`src/rtl/layer_ctrl.sv`:
```
// Sequencing controller for a fully-connected layer engine: loads an N-vector,
// then sweeps M weight rows through a single MAC and hands out each dot product.
module layer_ctrl #(
  parameter int M    = 8,
  parameter int N    = 8,
  parameter int PIPE = 0,
  parameter int AWX  = $clog2(N),
  parameter int AWW  = $clog2(M*N)
) (
  input  logic           clk,
  input  logic           reset,
  input  logic           s_valid_x,
  output logic           s_ready_x,
  output logic           m_valid_y,
  input  logic           m_ready_y,
  output logic           x_wr_en,
  output logic [AWX-1:0] x_addr,
  output logic [AWW-1:0] w_addr,
  output logic           acc_en,
  output logic           acc_clr
);

  localparam int RW = (M > 1) ? $clog2(M) : 1;
  localparam int CW = (PIPE > 0) ? $clog2(PIPE + 1) : 1;

  typedef enum logic [1:0] {LOAD, COMPUTE, WAIT, OUT} state_t;

  state_t         state, state_n;
  logic [AWX-1:0] col, col_n;
  logic [RW-1:0]  row, row_n;
  logic [CW-1:0]  wcnt, wcnt_n;
  logic [AWW-1:0] w_addr_n;
  logic           acc_en_n, acc_clr_n;
  logic           col_last, row_last;

  assign col_last = (col == AWX'(N - 1));
  assign row_last = (row == RW'(M - 1));
  assign x_addr   = col;
  assign x_wr_en  = s_valid_x & s_ready_x;

  always_comb begin
    state_n   = state;
    col_n     = col;
    row_n     = row;
    wcnt_n    = wcnt;
    w_addr_n  = w_addr;
    acc_en_n  = 1'b0;
    acc_clr_n = 1'b0;
    unique case (state)
      LOAD: begin
        if (x_wr_en) begin
          if (col_last) begin
            col_n    = '0;
            row_n    = '0;
            w_addr_n = '0;
            state_n  = COMPUTE;
          end else begin
            col_n = col + 1'b1;
          end
        end
      end
      COMPUTE: begin
        acc_en_n  = 1'b1;
        acc_clr_n = (col == '0);
        if (col_last) begin
          col_n   = '0;
          wcnt_n  = '0;
          state_n = WAIT;
          // Wrap after the final row so w_addr never leaves 0..M*N-1
          w_addr_n = row_last ? '0 : w_addr + 1'b1;
        end else begin
          col_n    = col + 1'b1;
          w_addr_n = w_addr + 1'b1;
        end
      end
      WAIT: begin
        if (wcnt == CW'(PIPE)) state_n = OUT;
        else                   wcnt_n  = wcnt + 1'b1;
      end
      OUT: begin
        if (m_ready_y) begin
          if (row_last) begin
            row_n    = '0;
            w_addr_n = '0;
            state_n  = LOAD;
          end else begin
            row_n   = row + 1'b1;
            state_n = COMPUTE;
          end
        end
      end
      default: state_n = LOAD;
    endcase
  end

  always_ff @(posedge clk) begin
    if (reset) begin
      state     <= LOAD;
      col       <= '0;
      row       <= '0;
      wcnt      <= '0;
      w_addr    <= '0;
      acc_en    <= 1'b0;
      acc_clr   <= 1'b0;
      s_ready_x <= 1'b1;
      m_valid_y <= 1'b0;
    end else begin
      state     <= state_n;
      col       <= col_n;
      row       <= row_n;
      wcnt      <= wcnt_n;
      w_addr    <= w_addr_n;
      acc_en    <= acc_en_n;
      acc_clr   <= acc_clr_n;
      s_ready_x <= (state_n == LOAD);
      m_valid_y <= (state_n == OUT);
    end
  end

endmodule

```
`config.mk`:
```
export PLATFORM = sky130hd
export DESIGN_NAME = layer_ctrl
export DESIGN_NICKNAME = d
export VERILOG_FILES = /design/src/rtl/layer_ctrl.sv
export SDC_FILE = /design/constraint.sdc
export NUM_CORES = 1
export LEC_CHECK = 0
export BUFFER_PORTS_ARGS = -buffer_cell sky130_fd_sc_hd__clkbuf_2
export CAP_MARGIN = 20
export CELL_PAD_IN_SITES_DETAIL_PLACEMENT = 1
export CELL_PAD_IN_SITES_GLOBAL_PLACEMENT = 1
export CORE_ASPECT_RATIO = 0.8
export CORE_MARGIN = 8
export CORE_UTILIZATION = 44
export CTS_BUF_LIST = sky130_fd_sc_hd__clkbuf_4
export DETAILED_ROUTE_END_ITERATION = 12
export GPL_ROUTABILITY_DRIVEN = 0
export PLACE_DENSITY = 0.82
export SLEW_MARGIN = 20
export SYNTH_ARGS = -nofsm -noshare
export SYNTH_HDL_FRONTEND = slang
export SYNTH_SLANG_ARGS = --single-unit
```
`constraint.sdc`:
```
create_clock -name clk -period 4.1 [get_ports clk]
set_input_delay 1.23 -clock clk [delete_from_list [all_inputs] [get_ports clk]]
set_output_delay 1.23 -clock clk [all_outputs]
set_load 0.02 [all_outputs]
```
; ---- Word level (Yosys, flattened, before mapping)
; Cells that the tools add are included.
[word_totals]
out_inout_bits = 14
register_bits = 19
word_cells = 64
[op_classes]
n_reduce_logical = 12
bitwise_logic = 2
addsub = 4
muxes = 26
n_eq_ne = 11
[ops]
columns = op, n
row1 = $mux 6, 6
row2 = $mux 3, 6
row3 = $pmux 6 s3, 1
row4 = $pmux 3 s2, 2
row5 = $mux 2, 5
row6 = $ne 2x2->1 const B, 5
row7 = $pmux 2 s4, 1
row8 = $add 3x1->3 const B, 2
row9 = $add 6x1->6 const B, 1
row10 = $eq 2x2->1 const B, 3
row11 = $eq 3x3->1 const B, 2
row12 = $reduce_bool 2->1, 3
row13 = $reduce_and 5->1, 1
row14 = $logic_not 2->1, 2
row15 = $mux 1, 4
row16 = $reduce_and 2->1, 2
row17 = $reduce_and 4->1, 1
row18 = $logic_not 3->1, 1
row19 = $reduce_bool 3->1, 1
row20 = $eq 2x1->1 const B, 1
row21 = $pmux 1 s2, 1
row22 = $reduce_or 2->1, 1
row23 = $add 1x1->1 const B, 1
row24 = $and 1x1->1, 1
row25 = $not 1->1, 1

; ---- Logic depth before layout (Yosys ltp)
[depth]
ltp_word = 5
ltp_mapped = 7
mapped_depth_nobuf = 6

; ---- Worst setup path before layout
; OpenSTA, ideal clock, no wires.
[synth_timing]
kind = input port to output port
from = input s_valid_x
to = output x_wr_en
path_slack_ns = 1.408
arrival_ns = 1.462
path_stages = 1
t_required_ns = 2.870
path_cell_list = and2_1
[synth_via]
elab_chain_cells = 1
[synth_rtl]
columns = element, line_no
row1 = start: declaration, 12  ; input logic s_valid_x,
row2 = $and 1x1->1, 39  ; assign x_wr_en = s_valid_x & s_ready_x;
row3 = end: declaration, 16  ; output logic x_wr_en,
; Every way passes these cells.

; ---- Final worst setup path
; Same ends and word-level chain as after synthesis.

==> summary.txt <==
Power and ir drop
  – Clk pwr share: 31.3%
  – P_sw: 0.0658 mW
  – Maximum vdd drop: 0.000185 V
  – Comb power frac: 5.8%
  – Total power: 0.283 mW
  – Cell-internal power: 0.218 mW
  – PD cells: 285 nW/µm²
  – Leakage power: 0.444 nW
  – Reg power frac: 62.8%
  – Sw frac: 23.2%

Route
  – Final wirelength: 2.10 mm
  – Drt first pass iters: 4
  – Routed WL per cell: 14.7 µm
  – DRC Markers: 0
  – Antenna Violating Nets Remaining: 0
  – Via count: 822
  – Via density: 5.75
  – DRT iter0 DRCs: 33

Worst setup path
  – Slowest-stage cell, CP: and2_1
  – Number of stages on the worst setup path: 3
  – Crit path DAT: 1640 ps
  – Startpoint types: primary input
  – Critical-path maximum fanout: 4
  – Reg2reg path depth: 6
  – Bufs and invs on worst path: 2
  – Worst Setup End Kind: output port
  – CP Class: in -> out
  – Max incr delay on CP: 160 ps
  – Most used cell, CP: clkbuf_2
  – Largest delay share family, worst path: buffers and inverters
  – Cell Chain, Critical Path: clkbuf_2 -> and2_1 -> clkbuf_2
  – Critical path data required time: 2870 ps

STA
  – Slew Limit Fails: 0
  – Setup TNS: 0 ps
  – RSZ-0062 raised after global routing: false
  – Slew HR: 64.5%
  – Endpoints failing hold: 0
  – Hold slack: 527 ps
  – Fmax: 0.348 GHz
  – Worst Max-Slew Pin Slew: 533 ps
  – Clock skew: 1.07 ps
  – Final setup violation count: 0
  – Tmin final: 2870 ps
  – Fin crit share: 70.1%

Clocking
  – Total CTS buffers: 3
  – TritonCTS clock tree: built
  – Clock slew at reported path FFs: 100 ps
  – H-tree depth: 1
  – # hold bufs at CTS: 0
  – Post-CTS setup repair buffer count: 0
  – CTS Root Cell: clkbuf_4
  – Post_cts resized: 0
  – Worst-skew pair later-pin latency: 290 ps
  – CTS max path bufs: 2
  – Number of clock sinks: 18

Synth
  – Yosys cell types: 30
  – Syn. warnings: 0
  – Synth Flop Type: dfxtp_1
  – Mapped Cells: 105
  – Number of synthesized flops with an enable pin: 0
  – Sequential area share after synthesis: 40.2%
  – Mapped Avg Cell Area: 8.53 µm²
  – Register bit total from synthesis: 18
  – FFs w/ async S/R, synth: 0%
  – Synth Cell Area: 896 µm²
  – Post-Syn Nets: 116

GRT
  – Initial antenna violation count: 0
  – Vias in the first global route: 826
  – Largest net degree at the start of global routing: 19
  – Overflow after GRT: 0
  – Total track usage: 12.4%
  – First-pass GRT wire length: 3.71 mm

Placed design
  – Final HPWL DP: 1.61 mm
  – # placed instances: 139
  – IO buf count: 17

Floorplan
  – Core box area: 1910 µm²
  – Starting density of the core: 46.9%
  – Std-Cell Rows: 14
  – Die X: 66.5 µm
  – DIE AREA: 3750 µm²
  – IO Pins: 18
  – Die Ht: 56.4 µm

Status
  – Status: complete, no violations

Min path
  – Worst Hold Class: reg -> reg
  – Hold Path Stages: 2

Cells and area
  – Share of post-route cells with drive strength above 1: 17.6%
  – Non-filler cells, final: 143
  – Final nets: 131
  – Most frequent cells in the layout: 19 x nor2_1, 18 x dfxtp_1, 17 x clkbuf_2
  – Most common cell after layout, fill and taps aside: nor2_1
  – # diodes: 0
  – Synth-to-layout area growth: 11.0%

Flow run
  – Number of max-cap violations: 0
## power groups by stage
| stage | Clock [mW] | Sequential (mW) | Combinational (mW) |
|---|---|---|---|
| floorplan | 0 | 0.184 | 0.00875 |
| global placement | 0 | 0.182 | 0.0157 |
| detailed placement | 0 | 0.182 | 0.0168 |
| CTS | 0.0941 | 0.178 | 0.0169 |
| global route | 0.0999 | 0.178 | 0.0184 |
| finish | 0.0888 | 0.178 | 0.0165 |
## logic make-up after synthesis
| group | share of synthesized area (%) |
|---|---|
| compound gates | 16.9 |
| buf+inv | 6.42 |
| fa+ha+maj | 9.78 |
| mux | 1.12 |
| flops | 40.2 |
| simple gates | 25.6 |
## cells in the mapped netlist, types with 2 or more instances
library cell / instances / area, µm²
nor2_1: 19 / 71.3
dfxtp_1: 18 / 360
a21oi_1: 7 / 35.0
ha_1: 7 / 87.6
nor3_1: 7 / 35.0
a22oi_1: 5 / 37.5
clkbuf_1: 4 / 15.0
inv_1: 4 / 15.0
nand2_1: 4 / 15.0
and3_1: 3 / 18.8
nand3_1: 3 / 15.0
a211oi_1: 2 / 15.0
and2_1: 2 / 12.5
buf_6: 2 / 22.5
o21ai_0: 2 / 10.0
o31ai_1: 2 / 15.0
## layer usage
layer	vias up	wire (µm)	share of wire, %	track usage [%]
met1	400	940	45	14.0
met5	-	0	0	0
li1	404	-	-	-
met4	0	13	0.62	2.74
met3	2	107	5.1	4.75
met2	16	1040	49	21.0
## worst paths after layout
check | slack (ps) | to | start
max | 1230 | x_wr_en | s_valid_x
min | 530 | row[1] | row[1]
max reg2reg | 2220 | w_addr[4] | x_addr[0]
min reg2reg | 530 | row[1] | row[1]
## sequential cells by signal, summed over array words and instances (netlist names)
name,flops
acc_en,1
row,3
s_ready_x,1
x_addr,3
state,2
m_valid_y,1
w_addr,6
acc_clr,1
## worst register-to-register path, cell delays in order (launching register included)
cell and delay (ps):
dfxtp_1 360, ha_1 230, ha_1 260, and4b_1 200
o2bb2ai_1 450, a211oi_1 110, nor3_1 190
## cell type report
class	instances	area, µm²
fill	249	915
clock buffer	3	22.5
clock inverter	1	3.75
multi-input combinational	76	478
inverter	4	15.0
tap	24	30.0
sequential	18	360
timing repair buffer	17	85.1
## stage by stage
stage | utilization, % | setup WS (ps) | instance area [µm²]
after global routing | 52.1 | 1180 | 995
after global placement | 50.7 | 1230 | 968
after floorplan | - | 1410 | 896
final | 52.1 | 1230 | 995
after CTS | 52.1 | 1220 | 995
after detailed placement | 50.7 | 1220 | 968
Note: power is estimated with default switching activity, not from simulation.
